==> src/rtl/logic_unit_pipe.sv <==
// logic_unit_pipe: pipelined AND/OR/XOR/NOR unit with zero flag and valid/ready handshakes.
// Defining LOGIC_UNIT_PERF_EN adds the saturating output-stall counter port perf_stall_cnt.
module logic_unit_pipe #(
    parameter int WIDTH  = 32,
    parameter int STAGES = 2
) (
    input  logic             clk,
    input  logic             rst_n,
    input  logic             in_valid,
    output logic             in_ready,
    input  logic [WIDTH-1:0] in_a,
    input  logic [WIDTH-1:0] in_b,
    input  logic [1:0]       in_op,
    output logic             out_valid,
    input  logic             out_ready,
    output logic [WIDTH-1:0] out_result,
    output logic             out_zero
`ifdef LOGIC_UNIT_PERF_EN
    ,
    output logic [31:0]      perf_stall_cnt
`endif
);

    logic             advance_s;
    logic [WIDTH-1:0] result_s;
    logic             zero_s;
    logic             valid_r [STAGES];
    logic [WIDTH-1:0] data_r  [STAGES];
    logic             zero_r  [STAGES];

    function automatic logic is_zero(input logic [WIDTH-1:0] v);
        return ~|v;
    endfunction

    // Operation select at the pipe input; the zero flag travels with its result.
    always_comb begin
        result_s = {WIDTH{1'b0}};
        case (in_op)
            2'b00:   result_s = in_a & in_b;
            2'b01:   result_s = in_a | in_b;
            2'b10:   result_s = in_a ^ in_b;
            2'b11:   result_s = ~(in_a | in_b);
            default: result_s = {WIDTH{1'b0}};
        endcase
        zero_s = is_zero(result_s);
    end

    // A stall freezes every stage, bubbles included, so beats never reorder or merge.
    assign advance_s = !valid_r[STAGES-1] || out_ready;
    assign in_ready  = advance_s;

    // Pipeline registers: shift by one stage on advance, otherwise hold.
    always_ff @(posedge clk or negedge rst_n) begin
        if (!rst_n) begin
            for (int i = 0; i < STAGES; i++) begin
                valid_r[i] <= 1'b0;
                data_r[i]  <= {WIDTH{1'b0}};
                zero_r[i]  <= 1'b0;
            end
        end else if (advance_s) begin
            valid_r[0] <= in_valid;
            data_r[0]  <= result_s;
            zero_r[0]  <= zero_s;
            for (int i = 1; i < STAGES; i++) begin
                valid_r[i] <= valid_r[i-1];
                data_r[i]  <= data_r[i-1];
                zero_r[i]  <= zero_r[i-1];
            end
        end
    end

    assign out_valid  = valid_r[STAGES-1];
    assign out_result = data_r[STAGES-1];
    assign out_zero   = zero_r[STAGES-1];

`ifdef LOGIC_UNIT_PERF_EN
    // Count cycles where a finished beat waits on downstream; saturates at all-ones.
    always_ff @(posedge clk or negedge rst_n) begin
        if (!rst_n) begin
            perf_stall_cnt <= 32'h0000_0000;
        end else if (valid_r[STAGES-1] && !out_ready && (perf_stall_cnt != 32'hFFFF_FFFF)) begin
            perf_stall_cnt <= perf_stall_cnt + 32'h0000_0001;
        end
    end
`endif

endmodule

==> config.mk <==
export PLATFORM = sky130hd
export DESIGN_NAME = logic_unit_pipe
export DESIGN_NICKNAME = d
export VERILOG_FILES = /design/src/rtl/logic_unit_pipe.sv
export SDC_FILE = /design/constraint.sdc
export NUM_CORES = 1
export LEC_CHECK = 0
export CAP_MARGIN = 20
export CORE_MARGIN = 2
export CORE_UTILIZATION = 40
export CTS_CLUSTER_SIZE = 16
export DETAILED_ROUTE_END_ITERATION = 10
export PLACE_DENSITY = 0.77
export SLEW_MARGIN = 30
export SYNTH_ARGS = -nofsm -noshare
export SYNTH_HDL_FRONTEND = slang
export SYNTH_SLANG_ARGS = --single-unit
==> constraint.sdc <==
create_clock -name clk -period 2.7 [get_ports clk]
set_input_delay 0.27 -clock clk [delete_from_list [all_inputs] [get_ports clk]]
set_output_delay 0.27 -clock clk [all_outputs]
set_load 0.02 [all_outputs]
Word level (Yosys, flattened, before mapping) --
Index checks and enable logic that the tools add are counted.
Word-level totals: register bits after elaboration 68, input port bits 70, output and inout port bits 35, word-level logic and storage cells 19
Cells by class: eq/ne operators 3, multiplexer cells 1, bitwise gates (word level) 4, reduce and logical (&&, ||, !) cells 5
Operators by type and width (count):
- 32-bit case mux with 4 select lines | 1
- 32-bit AND | 1
- 32-bit inverter | 1
- 32-bit bitwise OR | 1
- 32-bit OR reduction | 1
- 32-bit bitwise XOR | 1
- 2-bit equality test, second input constant | 2
- 2-bit by 1-bit equality test with 1-bit output, second input constant | 1
- 1-bit logical NOT | 2
- 2-bit logical NOT | 1
- 1-bit logical OR | 1

Longest topological paths before layout --
Gate-level depths: netlist of the first run.
word-level depth 5, depth in mapped cells 8

Worst setup path before layout of the first run --
Ideal clock, no wire load.
path type input to register, start point input port in_op[1], end point register zero_r[1] (netlist bit), setup time 0.095 ns, arrival 1.697 ns, data required time 2.605 ns, slack 0.908 ns, cell stages on the path 6, path buffers 2, cells stage by stage buf_2 clkbuf_1 o31ai_1 nand4_1 or4_1 o31ai_1
On the way: longest elaborated chain between the ends 4, elaborated cells between the ends (all ways) 7, classes of those cells eq/ne: 3; mux: 1; reduce/logical: 3
Ends and longest elaborated chain:
- start, declared | RTL line 13 | input logic [1:0] in_op,
- 2-bit equality test (tied with other cells) | RTL line 38 | case (in_op)
- 32-bit case mux with 4 select lines * | RTL line 38
- 32-bit OR reduction * | RTL line 32 | return ~|v;
- 1-bit logical NOT * | RTL line 32
- end signal, assigned by index | RTL line 67 | zero_r[i] <= zero_r[i-1];
- end, declared | RTL line 29 | logic zero_r [STAGES];
Every way passes the cells marked *; elsewhere a longest branch is shown, timed or not. A chain may end at the register's enable or synchronous reset.

Worst setup path after layout of the first run --
start point input port in_a[18], end point register zero_r[1] (netlist bit)
On the way: longest elaborated chain between the ends 5, elaborated cells between the ends (all ways) 7, classes of those cells mux: 1; bitwise: 4; reduce/logical: 2
Ends and longest elaborated chain:
- start, declared | RTL line 11 | input logic [WIDTH-1:0] in_a,
- 32-bit bitwise OR | RTL line 40, 42
- 32-bit inverter | RTL line 42 | 2'b11: result_s = ~(in_a | in_b);
- 32-bit case mux with 4 select lines * | RTL line 38
- 32-bit OR reduction * | RTL line 32
- 1-bit logical NOT * | RTL line 32
Marked as above.

==> results of run 1 <==
[tightest hold or removal path, cell delays in order, from the launching register on]
cell	delay, ns
dfrtp_1	0.34
nand2_1	0.05
nand2_1	0.04
[placed cells by master (no fill, tap or decap), drive strengths merged, types with 2 or more instances in the layout]
master           n
bufinv           2
clkbuf          11
o31ai           30
clkdlybuf4s50  101
or4              2
inv             66
o21ai           60
dfrtp           68
nor2            31
a21oi            3
nor2b           61
buf             11
ha              64
nand4            7
nand2          138
mux2i            2
[area by class of cell]
type	count	area, um^2	share of cell area (%)
clock buffers	11	252.7	4.163
well taps	147	183.9	3.030
clock inverters	4	72.57	1.195
flip-flops and latches	68	1702	28.03
multi-input cells	404	2489	40.99
inverters	66	247.7	4.081
repair buffers	113	1124	18.51
[flip-flops by register name (all words and copies together) (netlist names)]
name / flops
data_r: 32
out_result: 32
out_valid: 1
out_zero: 1
valid_r: 1
zero_r: 1
[metrics by stage]
step	hold WS [ns]	setup slack, ns	utilization (%)	cells
2_1_floorplan	-0.02559	0.9080	-	602
3_3_place_gp	0.4455	0.1584	48.33	797
3_5_place_dp	0.3226	0.1727	48.35	797
4_1_cts	0.4678	0.5162	51.18	813
5_1_grt	0.4927	0.4284	51.18	813
6_report	0.4624	0.5781	51.18	813
[where the power goes]
part	total [W]	internal [W]	switching (W)
clock network	0.00126	0.000851	0.000409
logic	0.000990	0.000458	0.000532
registers	0.00133	0.00121	0.000117
total	0.00358	0.00252	0.00106
[what timing repair did]
action / in CTS / in global routing
setup buffers: 0 / 0
endpoints found under the hold margin: 46 / 0
hold buffers: 1 / 0
setup endpoints to repair: 0 / 0
[kinds of logic after synthesis]
logic type      after synthesis  share of synthesized area, %
buf+inv                     130                         12.94
mux                           3                        0.6510
fa+ha+maj                    64                         16.67
flops                        68                         35.42
simple gates                242                         22.76
compound gates               95                         11.56
[routing by layer]
| metal | up-vias | share of wire (%) |
|---|---|---|
| met2 | 99 | 47 |
| li1 | 2001 | - |
| met4 | 0 | 1.8 |
| met5 | - | 0 |
| met3 | 14 | 4.9 |
| met1 | 1840 | 46 |
[worst paths after layout]
kind / startpoint / end / slack (ns) / depth (start not counted)
min in group asynchronous: rst_n / out_result[7] / 0.50 / 2
max in group asynchronous: rst_n / data_r[32] / 1.60 / 3
setup / recovery: in_a[18] / zero_r[1] / 0.58 / 9
hold / removal: out_result[18] / out_result[18] / 0.46 / 2
hold reg to reg: out_result[18] / out_result[18] / 0.46 / 2
setup reg to reg: out_valid / zero_r[1] / 1.13 / 5
==> metrics.yaml, run 1 <==
diodes: 0
start_kind: "input port"
tightest_slew_ns: 0.8277
finalSetupViolations: 0
crit_family: "simple AND/OR/NAND/NOR gates"
drv_slew: 0
via_per_inst: 4.863
via_count: 3954
post_drt_wl_per_cell_um: 12.76
cts_max_level: 3
rsz0062_at_grt: "false"
cts.sinks: 68
async_reset_ff_share_pct: 100.0
grt_max_degree: 97
die_y_um: 113.6
irDropWorstVdd_uv: 282.5
relSlewSlack_pct: 44.82
synth.area.top_cells: "dfrtp_1 (35%), ha_1 (17%), nand2_1 (11%), nor2b_1 (7.9%), o21ai_0 (6.3%)"
layout.nets: 796
cts_tree: "done"
path_cells: "clkdlybuf4s50_1 > inv_1 > ha_1 > nor2_1 > o21ai_0 > o31ai_1 > nand4_1 > or4_1 > o31ai_1"
antenna_found_initial: 0
numCtsBuffers: 9
insertion_delay_ns: 0.32
gp_congestion: 0.7526
netlist_instances: 602
rows: 40
synth_edf_count: 0
leakage_nw: 3.003
cp_common_cell: "o31ai_1"
met3_usage_pct: 2.391
hold_path_class: "flip-flop to flip-flop"
wirelength_um: 10370
port_buffers: 104
worstPathMaxFanout: 2
critical_path_arrival_ns: 2.36
start_util_pct: 40.51
cts_resized: 0
synth.ff_latch_count: 68
synth_nets: 736
required_ns: 2.93
crit_path_end_kind: "flip-flop"
fin_area_um2: 6071
fin_tns_setup_ns: 0
period_needed_ns: 2.122
busiest_layer: "met2"
crit_buf_inv: 2
coreArea_um2: 11860
grt_pass1_wl_um: 17770
grt_overflow: 0
p_total_w: 0.003582
root_buffer: "clkbuf_16"
fmaxAchievable_ghz: 0.4713
grtUsageMet2_pct: 27.54
syn2layout_area_growth_pct: 26.35
outcome: "completed"
hpwl_um: 8125
final-hold-violation-count: 0
initialDrtViolationCount: 230
ys.warnings.count: 0
postPlaceCellArea_um2: 5736
synth_top_cell_area_share_pct: 35.42
clk_pin_slew_ns: 0.06
first_pass_iters: 4
synth.most_common_cell: "nand2_1"
cts_max_path_buffers: 2
fin_crit_sh_pct: 78.59
drc: 0
syn_avg_cell_area_um2: 7.981
grtUsageMet1_pct: 22.51
ys_types: 22
synth_ff_type: "dfrtp_1"
dieArea_um2: 12900
synthTopCellsByCount: "nand2_1 (138), dfrtp_1 (68), inv_1 (66)"
synth_area_um2: 4805
synth_top_cell_by_area: "dfrtp_1"
drive_gt1_share_pct: 4.204
max_stage_delay_ns: 0.54
clock_skew_ns: 0.007253
yosysSeqAreaShare_pct: 35.42
gr-usage-all-layers_pct: 16.97
final_antenna_net_count: 0
io_pins: 105
cpMaxStageDelayCell: "or4_1"
powerDensity_nw_per_um2: 590.0
cap_violations: 0
critPathKind: "input port to flip-flop"
grt_pass1_vias: 3934
die_w_um: 113.6
n_fill_cell: 1097
Power figures use the tool's default switching activity.
==> run 2, diff against run 1 <==
clock period = 2.1 ns   (was 2.7 ns; I/O delays follow)
==> run 2 against run 1 <==
  * Setup slack got worse by 0.49 ns
  * Sequential power rose by 29%
  * Worst hold slack got worse by 0.19 ns
  * Via count fell by 1.3%
  * Routed wire length fell by 1.8%
  * First-iteration DRC count fell by 40%
  * Design area rose by 4.9%
  * Combinational power rose by 37%
  * Clock skew fell by 0.0018 ns
  * Clock power rose by 13%
  * Die area did not move
  * Total power rose by 26%
  * Critical path type unchanged
  * Largest cell class unchanged
==> metrics.yaml, run 2 (synthesized netlist as in run 1, its figures left out) <==
rrSetupSlack_ns: 0.55
rr_worst_depth: 3
cp_common_cell: "nand2_1"
switchingPower_w: 0.001372
pwr-share-comb_pct: 30.3
irDropWorstVdd_uv: 443.9
initialDrtViolationCount: 138
drv_slew: 0
grt_pass1_vias: 3688
final_antenna_net_count: 0
relSlewSlack_pct: 45.46
fmaxAchievable_ghz: 0.4976
reg2reg_to: "data_r[46]"
start_kind: "input port"
crit_family: "simple AND/OR/NAND/NOR gates"
internal-power_w: 0.003134
worstPathMaxFanout: 2
layout.nets: 822
outcome: "completed"
critPathKind: "input port to flip-flop"
antenna_found_initial: 0
hold_path_class: "input port to asynchronous set/reset pin"
syn2layout_area_growth_pct: 32.60
cpMaxStageDelayCell: "or4_4"
cts_tree: "done"
drive_gt1_share_pct: 12.27
final-seq-area_um2: 1702
path_cells: "clkdlybuf4s50_1 > inv_1 > ha_1 > mux2i_1 > nand2_1 > o21ai_1 > nand2_1 > or4_4 > o31ai_2"
postPlaceCellArea_um2: 5903
cap_violations: 0
clock_skew_ns: 0.005455
start_util_pct: 40.51
grt_overflow: 0
coreArea_um2: 11860
final_common_cell: "nand2_1"
utilization_pct: 53.71
wirelength_um: 10190
period_needed_ns: 2.010
clk_pin_slew_ns: 0.05
final-hold-violation-count: 0
fin_area_um2: 6371
cts_max_path_buffers: 2
cts.sinks: 68
grt_pass1_wl_um: 16910
io_pins: 105
finalSetupViolations: 0
fin_crit_sh_pct: 95.69
n_fill_cell: 1064
pre_cts_ws_ns: -0.3269
insertion_delay_ns: 0.33
tightest_slew_ns: 0.8181
fin_ws_ns: 0.09046
r2r_start: "out_valid"
rows: 40
crit_path_end_kind: "flip-flop"
port_buffers: 104
diodes: 0
max_stage_delay_ns: 0.52
die_y_um: 113.6
first_pass_iters: 4
numCtsBuffers: 9
powerDensity_nw_per_um2: 707.4
via_count: 3902
pwr-share-clk_pct: 31.8
p_seq_share_pct: 37.9
p_sw_share_pct: 30.45
cts_max_level: 3
dieArea_um2: 12900
multi_input_area_um2: 2596
critical_path_arrival_ns: 2.25
gr-usage-all-layers_pct: 16.01
required_ns: 2.34
root_buffer: "clkbuf_16"
final_cell_mix: "nand2_1 (138), clkdlybuf4s50_1 (93), dfrtp_1 (68), inv_1 (66), ha_1 (64)"
via_per_inst: 4.645
gp_congestion: 0.7914
die_w_um: 113.6
leakage_nw: 3.220
grt_max_degree: 97
post_drt_wl_per_cell_um: 12.13
crit_buf_inv: 2
hpwl_um: 8029
drc: 0
run 2: cell types whose count changed in the layout (fill, tap and decap cells not counted), moves of 12 or more:
cell	change
o31ai_2	+12
o31ai_1	-12
nor2b_1	-15
nor2b_2	+15
buf_4	+24
run 2: layout make-up:
cell class                      count  share of cell area (%)
Clock buffer                        9                   3.535
Clock inverter                      7                   1.060
Inverter                           66                   3.888
Multi-Input combinational cell    404                   40.75
Sequential cell                    68                   26.71
Tap cell                          147                   2.887
Timing Repair Buffer              139                   21.17
run 2: through the flow:
| stage | hold slack [ns] | power, W | setup TNS (ns) | cells |
|---|---|---|---|---|
| final | 0.2707 | 0.004507 | 0 | 840 |
| after global routing | 0.2989 | 0.004768 | -0.02754 | 840 |
| after CTS | 0.2754 | 0.004513 | 0 | 835 |
| after detailed placement | 0.07114 | 0.003069 | -0.3269 | 818 |
| after global placement | 0.07529 | 0.003019 | -0.2964 | 818 |
| after floorplan | -0.08559 | 0.002562 | 0 | 602 |
run 2: routing by layer:
layer / GRT usage [%] / vias to the layer above / share of wire (%)
li1: - / 2049 / -
met2: 25.11 / 78 / 46
met5: 0 / - / 0
met1: 22.63 / 1767 / 48
met3: 2.657 / 8 / 4.4
met4: 5.366 / 0 / 1.5
run 2: worst max path at each step:
stage | end | slack [ns] | startpoint | cells after the start
floorplan | zero_r[1] | 0.37 | in_op[1] | 6
global route | zero_r[1] | -0.03 | in_b[24] | 9
CTS | zero_r[1] | 0.01 | in_a[10] | 7
global placement | zero_r[1] | -0.30 | in_a[10] | 7
finish | zero_r[1] | 0.09 | in_a[11] | 9
detailed placement | zero_r[1] | -0.33 | in_a[10] | 7
run 2: power groups by stage:
stage	sequential (W)	clock (W)	combinational, W
after global routing	0.00174	0.00151	0.00151
after global placement	0.00172	0	0.00130
after CTS	0.00171	0.00146	0.00134
final	0.00171	0.00143	0.00136
after floorplan	0.00168	0	0.000881
after detailed placement	0.00173	0	0.00134
run 2: timing repair:
item,CTS,global route
setup endpoints to repair,0,1
resized for setup,0,45
hold buffers,1,0
setup buffers,0,5
hold endpoints to repair,8,0
